<file path="config.mk">
export PLATFORM = sky130hd
export DESIGN_NAME = keypad_scan_ctrl_flat
export DESIGN_NICKNAME = d
export VERILOG_FILES = /design/src/rtl/keypad_scan_ctrl_pkg.sv /design/src/rtl/keypad_scan_ctrl_if.sv /design/src/rtl/keypad_scan_ctrl_tick.sv /design/src/rtl/keypad_scan_ctrl.sv /design/src/flat_wrapper.sv
export SDC_FILE = /design/constraint.sdc
export NUM_CORES = 1
export LEC_CHECK = 0
export CAP_MARGIN = 5
export CORE_UTILIZATION = 41
export CTS_BUF_LIST = sky130_fd_sc_hd__clkbuf_8
export DETAILED_ROUTE_END_ITERATION = 6
export GPL_TIMING_DRIVEN = 1
export PLACE_DENSITY = 0.62
export SETUP_SLACK_MARGIN = 0.2
export SLEW_MARGIN = 5
export SYNTH_ARGS = -nofsm -noshare
export SYNTH_HDL_FRONTEND = slang
export SYNTH_SLANG_ARGS = --single-unit
export TNS_END_PERCENT = 20
</file>
<file path="constraint.sdc">
create_clock -name clk -period 3.7 [get_ports clk]
set_clock_uncertainty 0.05 [all_clocks]
set_input_delay 0.74 -clock clk [delete_from_list [all_inputs] [get_ports clk]]
set_output_delay 0.74 -clock clk [all_outputs]
set_load 0.02 [all_outputs]
</file>
<file path="src/rtl/keypad_scan_ctrl_pkg.sv">
// Shared types and helpers for the keypad scanner: FSM and frame-result encodings, idle key code, digit table.
// Pure declarations, no timing or flow control of its own.
package keypad_pkg;

    typedef enum logic [1:0] {
        IDLE     = 2'd0,
        PRESS_DB = 2'd1,
        HELD     = 2'd2,
        REL_DB   = 2'd3
    } kp_state_e;

    typedef enum logic [1:0] {
        NONE   = 2'd0,
        SINGLE = 2'd1,
        MULTI  = 2'd2
    } frame_res_e;

    localparam int CNT_W = 4;
    localparam logic [15:0] KEY_NONE = 16'hFFFF;

    // 4x3 phone layout: top three rows are 1..9, bottom row is *, 0, #
    function automatic logic [3:0] phone_map(input logic [3:0] idx);
        logic [3:0] code;
        code = idx;
        if (idx <= 4'd8) begin
            code = idx + 4'd1;
        end else if (idx == 4'd9) begin
            code = 4'd10;
        end else if (idx == 4'd10) begin
            code = 4'd0;
        end
        return code;
    endfunction

endpackage

</file>
<file path="src/rtl/keypad_scan_ctrl_if.sv">
// Key-event handshake between the scanner (master) and the game FSM (slave).
// key_valid/key_code hold until accepted with key_ready; overrun is a one-cycle pulse.
interface keypad_scan_ctrl_if #(
    parameter int KEY_W = 4
);
    logic             key_valid;
    logic [KEY_W-1:0] key_code;
    logic             key_ready;
    logic             key_down;
    logic             overrun;

    modport master (
        output key_valid,
        output key_code,
        output key_down,
        output overrun,
        input  key_ready
    );

    modport slave (
        input  key_valid,
        input  key_code,
        input  key_down,
        input  overrun,
        output key_ready
    );
endinterface

</file>
<file path="src/rtl/keypad_scan_ctrl_tick.sv">
// Row-dwell divider: tick is high for one cycle every DIV cycles, combinational from the count.
// clr holds the counter at zero and suppresses tick; no backpressure.
module scan_tick_gen #(
    parameter int DIV = 50000
) (
    input  logic clk,
    input  logic rst,
    input  logic clr,
    output logic tick
);
    localparam int CW = (DIV > 1) ? $clog2(DIV) : 1;

    logic [CW-1:0] cnt;

    assign tick = !clr && (cnt == CW'(DIV - 1));

    always_ff @(posedge clk or posedge rst) begin
        if (rst) begin
            cnt <= '0;
        end else if (clr || tick) begin
            cnt <= '0;
        end else begin
            cnt <= cnt + 1'b1;
        end
    end
endmodule

</file>
<file path="src/rtl/keypad_scan_ctrl.sv">
// Matrix keypad scanner: one active-low row per dwell, frame-level debounce, ghost rejection, one event per press.
// key_valid rises the edge after the debouncing frame close; a press arriving while an event is unaccepted is dropped with overrun.
module keypad_scan_ctrl
    import keypad_pkg::*;
#(
    parameter int ROWS      = 4,
    parameter int COLS      = 3,
    parameter int SCAN_DIV  = 50000,
    parameter int DEBOUNCE  = 4,
    parameter int PHONE_MAP = 1,
    parameter int KEY_W     = 4
) (
    input  logic               clk,
    input  logic               rst,
    input  logic               enable,
    input  logic [COLS-1:0]    col_n,
    output logic [ROWS-1:0]    row_n,
    keypad_scan_ctrl_if.master key
);
    localparam int PTR_W = $clog2(ROWS);
    localparam logic [CNT_W-1:0] DEB_C = CNT_W'(DEBOUNCE);
    localparam logic [KEY_W-1:0] CODE_IDLE = KEY_W'(KEY_NONE);

    logic             tick;
    logic             frame_close;
    logic [PTR_W-1:0] ptr, ptr_nxt;

    logic [1:0]       row_lows, acc_lows, tot_lows;
    logic [KEY_W-1:0] row_idx, acc_idx, tot_idx;
    frame_res_e       frame_res;

    kp_state_e        state, state_nxt;
    logic [CNT_W-1:0] cnt, cnt_nxt;
    logic [KEY_W-1:0] cand, cand_nxt;
    logic [KEY_W-1:0] emit_idx, mapped;
    logic             press_evt;

    logic             valid_q, overrun_q;
    logic [KEY_W-1:0] code_q;

    scan_tick_gen #(.DIV(SCAN_DIV)) u_tick (
        .clk  (clk),
        .rst  (rst),
        .clr  (~enable),
        .tick (tick)
    );

    assign frame_close = tick && (ptr == PTR_W'(ROWS - 1));

    always_comb begin
        ptr_nxt = ptr;
        if (tick) begin
            ptr_nxt = (ptr == PTR_W'(ROWS - 1)) ? '0 : ptr + 1'b1;
        end
    end

    // Count lows in the current row, saturating at two; remember the first one's index
    always_comb begin
        row_lows = 2'd0;
        row_idx  = '0;
        for (int c = 0; c < COLS; c++) begin
            if (!col_n[c]) begin
                if (row_lows == 2'd0) begin
                    row_idx  = KEY_W'(int'(ptr) * COLS + c);
                    row_lows = 2'd1;
                end else begin
                    row_lows = 2'd2;
                end
            end
        end
    end

    always_comb begin
        tot_idx = (acc_lows != 2'd0) ? acc_idx : row_idx;
        if (acc_lows == 2'd0) begin
            tot_lows = row_lows;
        end else if (row_lows == 2'd0) begin
            tot_lows = acc_lows;
        end else begin
            tot_lows = 2'd2;
        end
        case (tot_lows)
            2'd0:    frame_res = NONE;
            2'd1:    frame_res = SINGLE;
            default: frame_res = MULTI;
        endcase
    end

    // row_n follows the next pointer so drive and pointer change on the same edge
    always_ff @(posedge clk or posedge rst) begin
        if (rst) begin
            ptr      <= '0;
            row_n    <= '1;
            acc_lows <= 2'd0;
            acc_idx  <= '0;
        end else if (!enable) begin
            ptr      <= '0;
            row_n    <= '1;
            acc_lows <= 2'd0;
            acc_idx  <= '0;
        end else begin
            ptr   <= ptr_nxt;
            row_n <= ~(ROWS'(1) << ptr_nxt);
            if (frame_close) begin
                acc_lows <= 2'd0;
                acc_idx  <= '0;
            end else if (tick) begin
                acc_lows <= tot_lows;
                acc_idx  <= tot_idx;
            end
        end
    end

    always_ff @(posedge clk or posedge rst) begin
        if (rst) begin
            state <= IDLE;
            cnt   <= '0;
            cand  <= '0;
        end else if (!enable) begin
            state <= IDLE;
            cnt   <= '0;
            cand  <= '0;
        end else begin
            state <= state_nxt;
            cnt   <= cnt_nxt;
            cand  <= cand_nxt;
        end
    end

    always_comb begin
        state_nxt = state;
        cnt_nxt   = cnt;
        cand_nxt  = cand;
        emit_idx  = cand;
        press_evt = 1'b0;
        if (frame_close) begin
            case (state)
                IDLE: begin
                    if (frame_res == SINGLE) begin
                        cand_nxt = tot_idx;
                        emit_idx = tot_idx;
                        if (DEBOUNCE == 1) begin
                            state_nxt = HELD;
                            cnt_nxt   = '0;
                            press_evt = 1'b1;
                        end else begin
                            state_nxt = PRESS_DB;
                            cnt_nxt   = CNT_W'(1);
                        end
                    end
                end
                PRESS_DB: begin
                    if (frame_res == SINGLE && tot_idx == cand) begin
                        if (cnt + 1'b1 == DEB_C) begin
                            state_nxt = HELD;
                            cnt_nxt   = '0;
                            press_evt = 1'b1;
                        end else begin
                            cnt_nxt = cnt + 1'b1;
                        end
                    end else begin
                        state_nxt = IDLE;
                        cnt_nxt   = '0;
                    end
                end
                HELD: begin
                    if (frame_res == NONE) begin
                        if (DEBOUNCE == 1) begin
                            state_nxt = IDLE;
                            cnt_nxt   = '0;
                        end else begin
                            state_nxt = REL_DB;
                            cnt_nxt   = CNT_W'(1);
                        end
                    end
                end
                default: begin
                    if (frame_res == NONE) begin
                        if (cnt + 1'b1 == DEB_C) begin
                            state_nxt = IDLE;
                            cnt_nxt   = '0;
                        end else begin
                            cnt_nxt = cnt + 1'b1;
                        end
                    end else begin
                        state_nxt = HELD;
                        cnt_nxt   = '0;
                    end
                end
            endcase
        end
    end

    generate
        if (PHONE_MAP != 0) begin : g_phone
            assign mapped = KEY_W'(phone_map(4'(emit_idx)));
        end else begin : g_raw
            assign mapped = emit_idx;
        end
    endgenerate

    always_ff @(posedge clk or posedge rst) begin
        if (rst) begin
            valid_q   <= 1'b0;
            code_q    <= CODE_IDLE;
            overrun_q <= 1'b0;
        end else if (!enable) begin
            valid_q   <= 1'b0;
            code_q    <= CODE_IDLE;
            overrun_q <= 1'b0;
        end else begin
            overrun_q <= 1'b0;
            if (press_evt) begin
                if (!valid_q || key.key_ready) begin
                    valid_q <= 1'b1;
                    code_q  <= mapped;
                end else begin
                    overrun_q <= 1'b1;
                end
            end else if (key.key_ready) begin
                valid_q <= 1'b0;
            end
        end
    end

    assign key.key_valid = valid_q;
    assign key.key_code  = code_q;
    assign key.overrun   = overrun_q;
    assign key.key_down  = (state == HELD) || (state == REL_DB);

endmodule

</file>
<file path="src/flat_wrapper.sv">
// flat-port wrapper written by rule: the top's interface ports become plain ports
module keypad_scan_ctrl_flat import keypad_pkg::*;
#(
    parameter int ROWS      = 4,
    parameter int COLS      = 3,
    parameter int SCAN_DIV  = 50000,
    parameter int DEBOUNCE  = 4,
    parameter int PHONE_MAP = 1,
    parameter int KEY_W     = 4
)
  (clk, rst, enable, col_n, row_n, key_key_valid, key_key_code, key_key_down, key_overrun, key_key_ready);
  keypad_scan_ctrl_if #(.KEY_W(KEY_W)) key_i ();
  input  logic clk;
  input  logic rst;
  input  logic enable;
  input  logic [COLS-1:0] col_n;
  output logic [ROWS-1:0] row_n;
  output wire logic [$bits(key_i.key_valid)-1:0] key_key_valid;
  output wire logic [$bits(key_i.key_code)-1:0] key_key_code;
  output wire logic [$bits(key_i.key_down)-1:0] key_key_down;
  output wire logic [$bits(key_i.overrun)-1:0] key_overrun;
  input wire logic [$bits(key_i.key_ready)-1:0] key_key_ready;
  assign key_key_valid = key_i.key_valid;
  assign key_key_code = key_i.key_code;
  assign key_key_down = key_i.key_down;
  assign key_overrun = key_i.overrun;
  assign key_i.key_ready = key_key_ready;
  keypad_scan_ctrl #(.ROWS(ROWS), .COLS(COLS), .SCAN_DIV(SCAN_DIV), .DEBOUNCE(DEBOUNCE), .PHONE_MAP(PHONE_MAP), .KEY_W(KEY_W)) u_core (.clk(clk), .rst(rst), .enable(enable), .col_n(col_n), .row_n(row_n), .key(key_i));
endmodule
</file>
# Word level (Yosys, flattened, before mapping)
# Index checks and enable logic that the tools add are counted.
[op_classes]
add_sub_neg = 6
multipliers = 1
order_cmp = 1
n_eq_ne = 21
n_shift = 1
n_mux = 63
bitwise = 2
reduce_logical = 19
[ops]
columns = ["cell", "n"]
rows = [
  ["two-way mux 4 bit", 27],
  ["two-way mux 2 bit", 20],
  ["adder 16 x 1 -> 16 bit (second input constant)", 1],
  ["== test 16 bit (second input constant)", 1],
  ["two-way mux 16 bit", 1],
  ["logical NOT 2 bit", 7],
  ["two-way mux 1 bit", 12],
  ["case mux 4 bit (3 select lines)", 1],
  ["adder 4 x 1 -> 4 bit (second input constant)", 2],
  ["== test 4 bit (second input constant)", 2],
  ["== test 2 x 1 -> 1 bit (second input constant)", 3],
  ["== test 2 bit (second input constant)", 3],
  ["!= test 2 x 1 -> 1 bit (second input constant)", 3],
  ["!= test 3 x 1 -> 1 bit (second input constant)", 2],
  ["!= test 3 x 2 -> 1 bit (second input constant)", 2],
  ["!= test 6 x 5 -> 1 bit (second input constant)", 1],
  ["case mux 2 bit (3 select lines)", 1],
  ["AND reduction 5 bit", 1],
  ["adder 4 x 2 -> 4 bit (second input constant)", 1],
  ["adder 4 x 3 -> 4 bit (second input constant)", 1],
  ["== test 4 x 3 -> 1 bit (second input constant)", 1],
  ["== test 4 bit", 1],
  ["less-or-equal comparator 4 bit (second input constant)", 1],
  ["multiplier 2 x 2 -> 4 bit (second input constant)", 1],
  ["other kinds (13)", 18],
]
[word_totals]
ff_bits = 44
inputBits = 7
output_inout_bits = 11
wordCells = 125

# Longest topological paths before layout
[logic_depth]
word_depth = 23
ltp_mapped = 13
mapped_depth_nobuf = 12

# Hierarchy
# From an unflattened synthesis, not the netlist that was laid out.
[hier_totals]
hier_cells = 299
area_unflattened_um2 = 2806.4
[by_module_without_submodules]
columns = ["mod", "n_inst", "cells_per_inst", "area_per_inst_um2", "seq_area_each_um2"]
rows = [
  ["keypad_scan_ctrl", 1, 218, 1976.9, 710.7],
  ["scan_tick_gen", 1, 81, 829.5, 400.4],
]

# Worst setup path after synthesis
# Ideal clock, no wire load.
[synth_timing]
path_kind = "input port to flip-flop"
startpoint = "input port col_n[0]"
endpoint = "register u_core.code_q[2] (netlist: u_core.key.key_code[2])"
setup_time_ns = 0.060
arrival_ns = 2.967
required_time_ns = 3.590
setup_slack_ns = 0.623
cell_stages = 11
path_buffers = 0
path_cell_list = "inv_1 > ha_1 > xnor2_1 > o31ai_2 > nand4_4 > mux2_4 > inv_1 > ha_1 > o21ai_1 > a221o_1 > nand2_1"
[synth_between]
elab_chain_len = 23
elab_cells_between_ends = 40
cone_classes = "1 x add/sub; 1 x order compare; 6 x eq/ne; 26 x mux; 6 x reduce/logical"
[synth_lines]
columns = ["item", "line", "text"]
rows = [
  ["from (decl)", "flat_wrapper.sv:16", "input logic [COLS-1:0] col_n;"],
  ["two-way mux 1 bit", "keypad_scan_ctrl.sv:62", "if (!col_n[c]) begin"],
  ["logical NOT 2 bit", "keypad_scan_ctrl.sv:63", "if (row_lows == 2'd0) begin"],
  ["two-way mux 2 bit", "keypad_scan_ctrl.sv:63", ""],
  ["two-way mux 2 bit", "keypad_scan_ctrl.sv:62", ""],
  ["logical NOT 2 bit", "keypad_scan_ctrl.sv:63", ""],
  ["two-way mux 2 bit", "keypad_scan_ctrl.sv:63", ""],
  ["two-way mux 2 bit", "keypad_scan_ctrl.sv:62", ""],
  ["logical NOT 2 bit", "keypad_scan_ctrl.sv:77", "end else if (row_lows == 2'd0) begin"],
  ["[7 not listed]", "-", ""],
  ["two-way mux 4 bit", "keypad_scan_ctrl.sv:136", "if (frame_close) begin"],
  ["== test 4 bit", "keypad_scan_ctrl_pkg.sv:29", "end else if (idx == 4'd10) begin"],
  ["two-way mux 4 bit", "keypad_scan_ctrl_pkg.sv:29", ""],
  ["two-way mux 4 bit", "keypad_scan_ctrl_pkg.sv:27", "end else if (idx == 4'd9) begin"],
  ["two-way mux 4 bit", "keypad_scan_ctrl_pkg.sv:25", "if (idx <= 4'd8) begin"],
  ["two-way mux 4 bit", "keypad_scan_ctrl.sv:214", "if (!valid_q || key.key_ready) begin"],
  ["two-way mux 4 bit", "keypad_scan_ctrl.sv:213", "if (press_evt) begin"],
  ["two-way mux 4 bit", "keypad_scan_ctrl.sv:207", "end else if (!enable) begin"],
  ["to (signal assigned)", "keypad_scan_ctrl.sv:216", "code_q <= mapped;"],
  ["to (decl)", "keypad_scan_ctrl.sv:39", "logic [KEY_W-1:0] code_q;"],
]
# Parallel ways exist; a longest one is shown, timed or not. The select of a mux whose other input is x is not followed.
# A chain may end at the register's enable or synchronous reset.

# Worst setup path in the final report
# Same ends and word-level chain as after synthesis.

==> metrics.md <==
| Metric | Value |
|---|---|
| Setup Buffers After CTS | 0 |
| RSZ-0062 raised after global routing | no |
| Max_cap viols | 0 |
| Crit-path max FO | 7 |
| DIE AREA | 7650 um2 |
| Syn_nets | 344 |
| Crit. End Element | flip-flop |
| Hold Startpoint | u_core.u_tick.cnt[0] |
| DP HPWL | just under 5 mm |
| DRC violations left | 0 |
| FFs w/ async S/R, synth | 100% |
| TritonCTS clock tree | yes |
| Clk buf depth | 2 |
| Crit path DAT | between 3 and 4 ns |
| Run status | complete, no violations |
| Die Ht | between 80 and 90 um |
| Top cells by area, synth | dfrtp_1 30%, ha_1 7.9%, dfstp_2 7.0% |
| Overall routing resource usage | between 10% and 20% |
| Cts bufs inserted | 5 |
| Synth top area share | a little under a third |
| Min-Delay Path Class | reg -> reg |
| Die Wd | ~87 um |
| Most frequent cells after synthesis | 37 x nor2_1, 36 x dfrtp_1, 24 x nand2_1 |
| Routed len/inst | ~15 um |
| DRT Pass-1 Iters | 4 |
| Vias/cell | roughly 5.4 |
| Total grt overflow | 0 |
| CTS root buf | clkbuf_8 |
| Hold path cells | 1 |
| PortBufs | 17 |
| Synthesized flop and latch total | 44 |
| Vias in the first global route | 2344 |
| Share of layout cells above drive strength 1 | 14.2% |
| Row count | 30 |
| Largest net degree at the start of global routing | 34 |
| Fmax achieved | about 300 MHz |
| Gpl congestion | slightly below 0.9 |
| Psw | 0.228 mW |
| Initial Utilization | 43.3% |
| CP Cell Sequence | clkdlybuf4s50_1 -> ha_1 -> or4b_4 -> o31ai_2 -> nand4_4 -> mux2_4 -> inv_1 -> ha_1 -> o21ai_1 -> a221o_1 -> nand2_1 |
| Via count | 2388 |
| Crit path largest cell delay | ~0.5 ns |
| Pint | roughly 0.73 mW |
| H-tree Lvls | 2 |
| Reg2Reg Launch Point | u_core.ptr[0] |
| TNS Setup | 0 ns |
| Final slew viol count | 0 |
| Clock sink count | 44 |
| Clk Latency, worst-skew pair | ~0.31 ns |
| Global-route wire length before repair | ~11 mm |
| Worst setup SP type | primary input |
| Sequential power share | approximately half |
| Comb pwr share | under 10% |
| YS warnings | 0 |
| Clock Power Share | between 40% and 50% |
| Slew Limit Headroom | 59.0% |
| Gate Count Post-Synth | ~320 |
| Final hold violations | 0 |
| Core Region | a little under 7000 um2 |
| CP dominant cell by count | ha_1 |
| Pleak | 1.43 nW |
| Final setup vio count | 0 |
| Pwr/cell area | approximately 280 nW/um2 |
| Tmin final | ~3.3 ns |
| Critical Path Slowest Stage Cell | clkdlybuf4s50_1 |
| # IOs | 18 |
| Hold Buf Count CTS | 0 |
| Worst R2R End | u_core.key.key_code[0] |
| R2R cell count | 11 |
| PostCTS Resize Cnt | 0 |
| Clock transition at path regs | ~0.09 ns |
| Worst hold slack | 0.412 ns |
| Worst EP required | a little under 4 ns |
| Initial antenna violation count | 0 |
| Distinct cells, synth | 70 |
| Worst-Margin Slew | between 0.6 and 0.7 ns |
| Layout area overhead | 14.3% |
| Min-Delay Endpoint | u_core.u_tick.cnt[0] |
| Syn_area_per_cell | 9.41 um2 |
| Nets@finish | 370 |
| Initial drt markers | between 200 and 250 |
| Switching share of power | a little under a quarter |
| Count leader, synth | nor2_1 |
| Final Cycle Share | 89.3% |
| Syn Std Cell Area | approximately 3000 um2 |
| Peak supply drop | roughly 0.00014 V |
| Seq/Total Area, Yosys | roughly 37% |
| Crit Path Class | in -> reg |
| Post-Place Worst Slack | 0.0859 ns |
| Diodes inserted | 0 |
| Final worst slack | between 0.3 and 0.4 ns |
| Routed Antenna Nets | 0 |
| Top FF cell, synth | dfrtp_1 |
| Yosys top cell by area | dfrtp_1 |
| Total routed wirelength | roughly 6.4 mm |
| Flop2flop setup slack | a little under 0.5 ns |
| Post-synth EDFFs | 0 |
[kinds of logic after synthesis]
family	Yosys count	share of synthesized area, %
flops	44	37.1
buf+inv	24	4.10
mux	6	3.09
xor+xnor	18	5.27
simple gates	137	25.9
compound gates	70	16.6
fa+ha+maj	19	7.94
[cells in the final DEF (no fill, tap or decap), types with 3 or more instances in the layout]
| master | n |
|---|---|
| nor2_1 | 37 |
| dfrtp_1 | 36 |
| nand2_1 | 24 |
| ha_1 | 19 |
| clkdlybuf4s50_1 | 17 |
| inv_1 | 14 |
| nand3_1 | 13 |
| a21oi_1 | 13 |
| buf_4 | 11 |
| nand2b_1 | 10 |
| o21ai_0 | 10 |
| xnor2_1 | 10 |
| nor3_1 | 8 |
| xor2_1 | 8 |
| dfstp_2 | 8 |
| a31oi_1 | 6 |
| o21ai_1 | 6 |
| clkbuf_8 | 6 |
| and2_1 | 5 |
| or2_2 | 5 |
| a22o_1 | 5 |
| nand4_1 | 5 |
| or3_1 | 5 |
| nor2b_1 | 3 |
| nand3b_1 | 3 |
| and3_1 | 3 |
| a21o_1 | 3 |
[worst max path at each step]
stage / start / end / slack, ns / cells after the start
after floorplan: col_n[0] / u_core.key.key_code[2] / 0.62 / 11
after detailed placement: col_n[0] / u_core.key.key_code[2] / 0.09 / 12
after CTS: col_n[1] / u_core.key.key_code[2] / 0.41 / 11
final: col_n[0] / u_core.key.key_code[2] / 0.40 / 11
after global placement: col_n[0] / u_core.state[1] / 0.12 / 10
after global routing: col_n[0] / u_core.cnt[2] / 0.22 / 12
[worst max-delay path, delay by kind of cell]
kind                       cells  cell delay, ns
muxes                          1            0.37
adders and majority gates      2            0.48
AOI/OAI and AO/OA              3            0.55
buffers and inverters          2            0.60
and+or+nand+nor                3            0.78
[metrics by stage]
stage / power (mW) / instance area [um2] / instances / utilization, %
after floorplan: 0.539 / 2990 / 318 / -
after global placement: 0.569 / 3300 / 433 / 47.8
after detailed placement: 0.569 / 3300 / 433 / 47.8
after CTS: 0.970 / 3420 / 441 / 49.5
after global routing: 0.996 / 3420 / 441 / 49.5
final: 0.961 / 3420 / 441 / 49.5
[power by group through the flow]
| stage | Sequential (mW) | Combinational (mW) | Clock (mW) |
|---|---|---|---|
| 2_1_floorplan | 0.496 | 0.0428 | 0 |
| 3_5_place_dp | 0.496 | 0.0727 | 0 |
| 3_3_place_gp | 0.496 | 0.0729 | 0 |
| 6_report | 0.487 | 0.0720 | 0.402 |
| 5_1_grt | 0.487 | 0.0808 | 0.428 |
| 4_1_cts | 0.487 | 0.0732 | 0.410 |
[flip-flops by register name, indices dropped and copies added, names as in the netlist]
| register | flops |
|---|---|
| u_core.cand | 4 |
| u_core.key.key_code | 4 |
| u_core.row_n | 4 |
| u_core.u_tick.cnt | 16 |
| u_core.key.key_valid | 1 |
| u_core.cnt | 4 |
| u_core.acc_lows | 2 |
| u_core.ptr | 2 |
| u_core.key.overrun | 1 |
| u_core.state | 2 |
| u_core.acc_idx | 4 |
[cell type report]
cell class | instances | area (um2)
clock buffers | 6 | 82.6
clock inverters | 2 | 38.8
fillers | 673 | 3490
inverters | 15 | 56.3
multi-input cells | 250 | 1760
flip-flops and latches | 44 | 1110
well taps | 96 | 120
repair buffers | 28 | 253
[layer usage]
| metal | part of all wire, % | wire [um] | GRT usage (%) | vias up |
|---|---|---|---|---|
| li1 | - | - | - | 1194 |
| met3 | 3.4 | 219 | 3.32 | 9 |
| met2 | 45 | 2870 | 29.1 | 42 |
| met5 | 0 | 0 | 0 | - |
| met1 | 50 | 3240 | 26.4 | 1143 |
| met4 | 1.7 | 108 | 6.26 | 0 |
Power figures use the tool's default switching activity.
==> variant 1, RTL diff (same flow settings) <==
`PHONE_MAP` is set to 1 in 2 places; all go to 0.
--- a/src/rtl/keypad_scan_ctrl.sv
+++ b/src/rtl/keypad_scan_ctrl.sv
@@ -8,5 +8,5 @@
     parameter int SCAN_DIV  = 50000,
     parameter int DEBOUNCE  = 4,
-    parameter int PHONE_MAP = 1,
+    parameter int PHONE_MAP = 0,
     parameter int KEY_W     = 4
 ) (
--- a/src/flat_wrapper.sv
+++ b/src/flat_wrapper.sv
@@ -6,5 +6,5 @@
     parameter int SCAN_DIV  = 50000,
     parameter int DEBOUNCE  = 4,
-    parameter int PHONE_MAP = 1,
+    parameter int PHONE_MAP = 0,
     parameter int KEY_W     = 4
 )
Formal check against the unedited RTL: same outputs for any inputs over 10 cycles, from zero or initial values and one cycle with rst high; that may be too few to reach the edited logic, so the function may still have changed.
==> variant 1 against the unedited design <==
  * First-iteration DRC count fell by 29%
  * Non-clock buffer count rose by 10
  * Sequential share of layout area rose by 1.8 points
  * Wire length fell by 7.0%
  * Via count fell by 5.1%
  * Synthesized area fell by 8.4%
  * Register-to-register slack got worse by 50 ps
  * Cell area fell by 5.3%
  * Die area fell by 8.2%
  * Setup slack got worse by 130 ps
  * Total power fell by 8.7%
  * Combinational power rose by 11%
  * Sequential cell count did not move
==> variant 1: results (changes against the unedited design) <==
status=finished clean; post-synthesis compound-gate area fraction=13.6% (-3.0 points); most flop-heavy register=u_core.u_tick.cnt; dominant cells by area after synthesis=dfrtp_1, dfstp_2, ha_1, nand2_1, nor2_1; Layout fillers=613 (-8.9%); Pleak=0.00146 uW (+2.4%); adder-cell share of the synthesized area=6.85% (-1.1 points); Signal buffers=38 (+36%); multi-input gates=236 (-5.6%); CP delay by family, top=simple AND/OR/NAND/NOR gates; pre-CTS WS=-82.7 ps (-169 ps); met3 GRT Util=2.97% (-0.35 points); Iteration-0 DRC Markers=148 (-29%); Seq/total area=34.3% (+1.8 points); Mean Syn Cell Area=9.08 um2 (-3.6%); Final GP Congestion=0.858 (-0.87%); WL met3=181 um (-17%); WP data arrival=3580 ps (+70 ps); Max IR drop VDD=219 uV (+55%); met2 wire len=2750 um (-3.9%); dpl cell area=3130 um2 (-5.0%); multi-input logic area=1560 um2 (-12%); Vias=2266 (-5.1%); syn_nets=324 (-5.8%); number of global-route vias before repair=2159 (-7.9%); DP Wirelength=4490 um (-6.8%); placed insts=409 (-5.5%); Clock buf/inv share=2.86% (-0.69 points); all-layer global routing usage=18.5% (-0.27 points); sequential area share after synthesis=40.5% (+3.4 points); global-route met1 utilization=27.2% (+0.79 points); Slew @ Worst Pin=821 ps (+209 ps); largest net degree at the start of global routing=25 (-26%); mux share of post-synthesis cell area=2.60% (-0.49 points); row count=29 (-3.3%); Netlist cell types=58 (-17%); wire length on met1=2980 um (-8.0%); nonclk inv count=14 (-1); sequential cells=44 (unchanged); Post-Layout Cell Count=417 (-5.4%); first-pass GRT wire length=10500 um (-5.9%); Crit path largest cell delay=570 ps (+60 ps); Slowest-stage cell, CP=or4_4; layout cell share with drive strength beyond 1=14.7% (+0.50 points); power per cell area=271 nW/um2 (-3.6%); CTS Buffer Depth=2 (unchanged); critical path peak fanout=4 (-3); Post-Synth XOR/XNOR Area=4.79% (-0.48 points)
==> variant 1: changes by cell type in the layout (fill, tap and decap cells not counted), sizes merged, moves of 5 or more <==
cell    unedited run  this run
nor2b              3        14
nor2              37        30
xnor2             10         4
nand2b            10         5
buf               11        21
nor3               8         3
nand2             24        35
or4                0         5
==> variant 1: where the power goes <==
group | switching, uW | leakage [uW] | internal [uW]
clock | 161 | 0.0000510 | 149
sequential | 2.25 | 0.000585 | 485
combinational | 44.0 | 0.000827 | 36.0
total | 208 | 0.00146 | 670
==> variant 1: path summary, 6_finish.rpt <==
kind                                       from                   end  slack (ps)  depth (start not counted)
hold / removal             u_core.u_tick.cnt[0]  u_core.u_tick.cnt[0]         420                          1
setup reg to reg                  u_core.ptr[0]       u_core.state[1]         440                          9
hold reg to reg            u_core.u_tick.cnt[0]  u_core.u_tick.cnt[0]         420                          1
setup / recovery                       col_n[1]       u_core.state[1]         270                          9
max in group asynchronous                   rst       u_core.row_n[3]        2060                          3
min in group asynchronous                   rst        u_core.cand[0]         760                          2
==> variant 2, RTL diff (same flow settings) <==
Without the edit above. The 4 states of `kp_state_e` get a one-hot encoding in 4 bits.
--- a/src/rtl/keypad_scan_ctrl_pkg.sv
+++ b/src/rtl/keypad_scan_ctrl_pkg.sv
@@ -3,9 +3,9 @@
 package keypad_pkg;
 
-    typedef enum logic [1:0] {
-        IDLE     = 2'd0,
-        PRESS_DB = 2'd1,
-        HELD     = 2'd2,
-        REL_DB   = 2'd3
+    typedef enum logic [3:0] {
+        IDLE     = 4'b0001,
+        PRESS_DB = 4'b0010,
+        HELD     = 4'b0100,
+        REL_DB   = 4'b1000
     } kp_state_e;
 
Formal check against the unedited RTL: same outputs for any inputs over 10 cycles, from zero or initial values and one cycle with rst high; not proved beyond that.
==> variant 2 against the unedited design <==
  * Synthesized area shrank 3.0%
  * Wire length grew 2.7%
  * Utilization grew 1.6 points
  * Cell area grew 2.2%
  * Via count grew 0.21%
  * Sequential cell count grew 2
  * Total power shrank 6.3%
  * Clock power shrank 24%
  * Die area shrank 2.9%
  * Combinational power grew 23%
  * Setup slack lost 160 ps
  * Synthesized cell count shrank 4.1%
  * Largest cell class unchanged
==> variant 2: results (changes against the unedited design) <==
CP delay by family, top=simple AND/OR/NAND/NOR gates; critical path peak fanout=3 (-4); power per cell area=258 nW/um2 (-8.3%); all-layer global routing usage=19.6% (+0.83 points); Final GP Congestion=0.882 (+1.8%); drt wl/cell=14.6 um (+0.24%); # H-tree levels=2 (unchanged); Clk pin slew, worst setup/hold paths=90 ps (about the same); dpl cell area=3400 um2 (+3.1%); WP data arrival=3660 ps (+150 ps); async set-reset flop share out of synthesis=100% (unchanged); Pleak=0.00158 uW (+11%); Mean Syn Cell Area=9.52 um2 (+1.2%); syn_nets=327 (-4.9%); largest net degree at the start of global routing=47 (+38%); CTS Buffer Depth=2 (unchanged); max FFs per register=16 (unchanged); Tightest Hold Check Type=reg2reg; Synthesis Warnings=0 (unchanged); Max IR drop VDD=179 uV (+27%); Slew @ Worst Pin=951 ps (+339 ps); DR pass1 iterations=4 (unchanged); placed insts=443 (+2.3%); dominant cells by area after synthesis=dfrtp_1, dfstp_2, ha_1, nor2_1, xnor2_1; DP Wirelength=4790 um (-0.65%); Iteration-0 DRC Markers=117 (-43%); status=finished clean; Slowest-stage cell, CP=or4b_4; nets=377 (+1.9%); Post-synth top cells=dfrtp_1, nor2_1, nand2_1; initial antenna violation count=0 (unchanged); Layout fillers=686 (+1.9%); number of global-route vias before repair=2351 (+0.30%); layout cell share with drive strength beyond 1=18.3% (+4.1 points); pre-CTS WS=-240 ps (-326 ps); most flop-heavy register=u_core.u_tick.cnt; Netlist cell types=60 (-14%); sequential area share after synthesis=40.0% (+2.9 points); first-pass GRT wire length=11500 um (+2.6%); Routed WL=6610 um (+2.7%); dominant synthesized flop cell=dfrtp_1; IO buf count=17 (unchanged); vias per cell=5.29 (-2.2%); ANT cells=0 (unchanged); Clock Latency Late Sink=300 ps; Root Buffer=clkbuf_8; CTS Buf Count=5 (unchanged); Crit path largest cell delay=560 ps (+50 ps)
==> variant 2: cells by family (layout without fill, tap and decap cells) <==
kind of cell               Yosys count  in the layout  synth area share, %
xor gates and xnor gates            21             21                 6.33
AOI/OAI and AO/OA                   61             61                 14.7
adders and majority gates           15             15                 6.46
and+or+nand+nor                    135            135                 26.7
buffers and inverters               18             69                 2.59
DFF                                 46             46                 40.0
muxes                                9              9                 3.19
==> variant 2: path summary, 6_finish.rpt <==
kind                       slack (ps)            startpoint                    to  depth (start not counted)
setup / recovery                  230              col_n[2]    u_core.key.overrun                          8
hold / removal                    430  u_core.u_tick.cnt[0]  u_core.u_tick.cnt[0]                          1
setup reg to reg                  660         u_core.ptr[1]    u_core.key.overrun                          8
hold reg to reg                   430  u_core.u_tick.cnt[0]  u_core.u_tick.cnt[0]                          1
max in group asynchronous        2090                   rst    u_core.acc_lows[1]                          2
min in group asynchronous         910                   rst         u_core.cnt[3]                          2
==> variant 2: final cells by class <==
| type | count | share of cell area [%] |
|---|---|---|
| well taps | 96 | 3.44 |
| clock buffers | 5 | 1.97 |
| flip-flops and latches | 46 | 33.3 |
| clock inverters | 3 | 0.501 |
| repair buffers | 50 | 11.9 |
| multi-input cells | 241 | 47.8 |
| inverters | 11 | 1.18 |
==> variant 2: timing repair <==
action	4_1_cts	5_1_grt
setup endpoints to repair	6	6
resized for setup	3	0
pin swaps	3	0
buffers inserted	1	0
==> variant 2: routing by layer <==
metal,up-vias,part of all wire [%],global-route usage [%]
met5,-,0,0
li1,1202,-,-
met1,1142,53,29.1
met2,35,42,28.8
met4,0,2.8,7.27
met3,14,2.5,2.89
==> variant 2: power breakdown <==
part | switching (uW) | leakage [uW] | internal [uW]
combinational | 47.8 | 0.000926 | 40.4
clock | 173 | 0.0000493 | 131
sequential | 2.35 | 0.000609 | 506
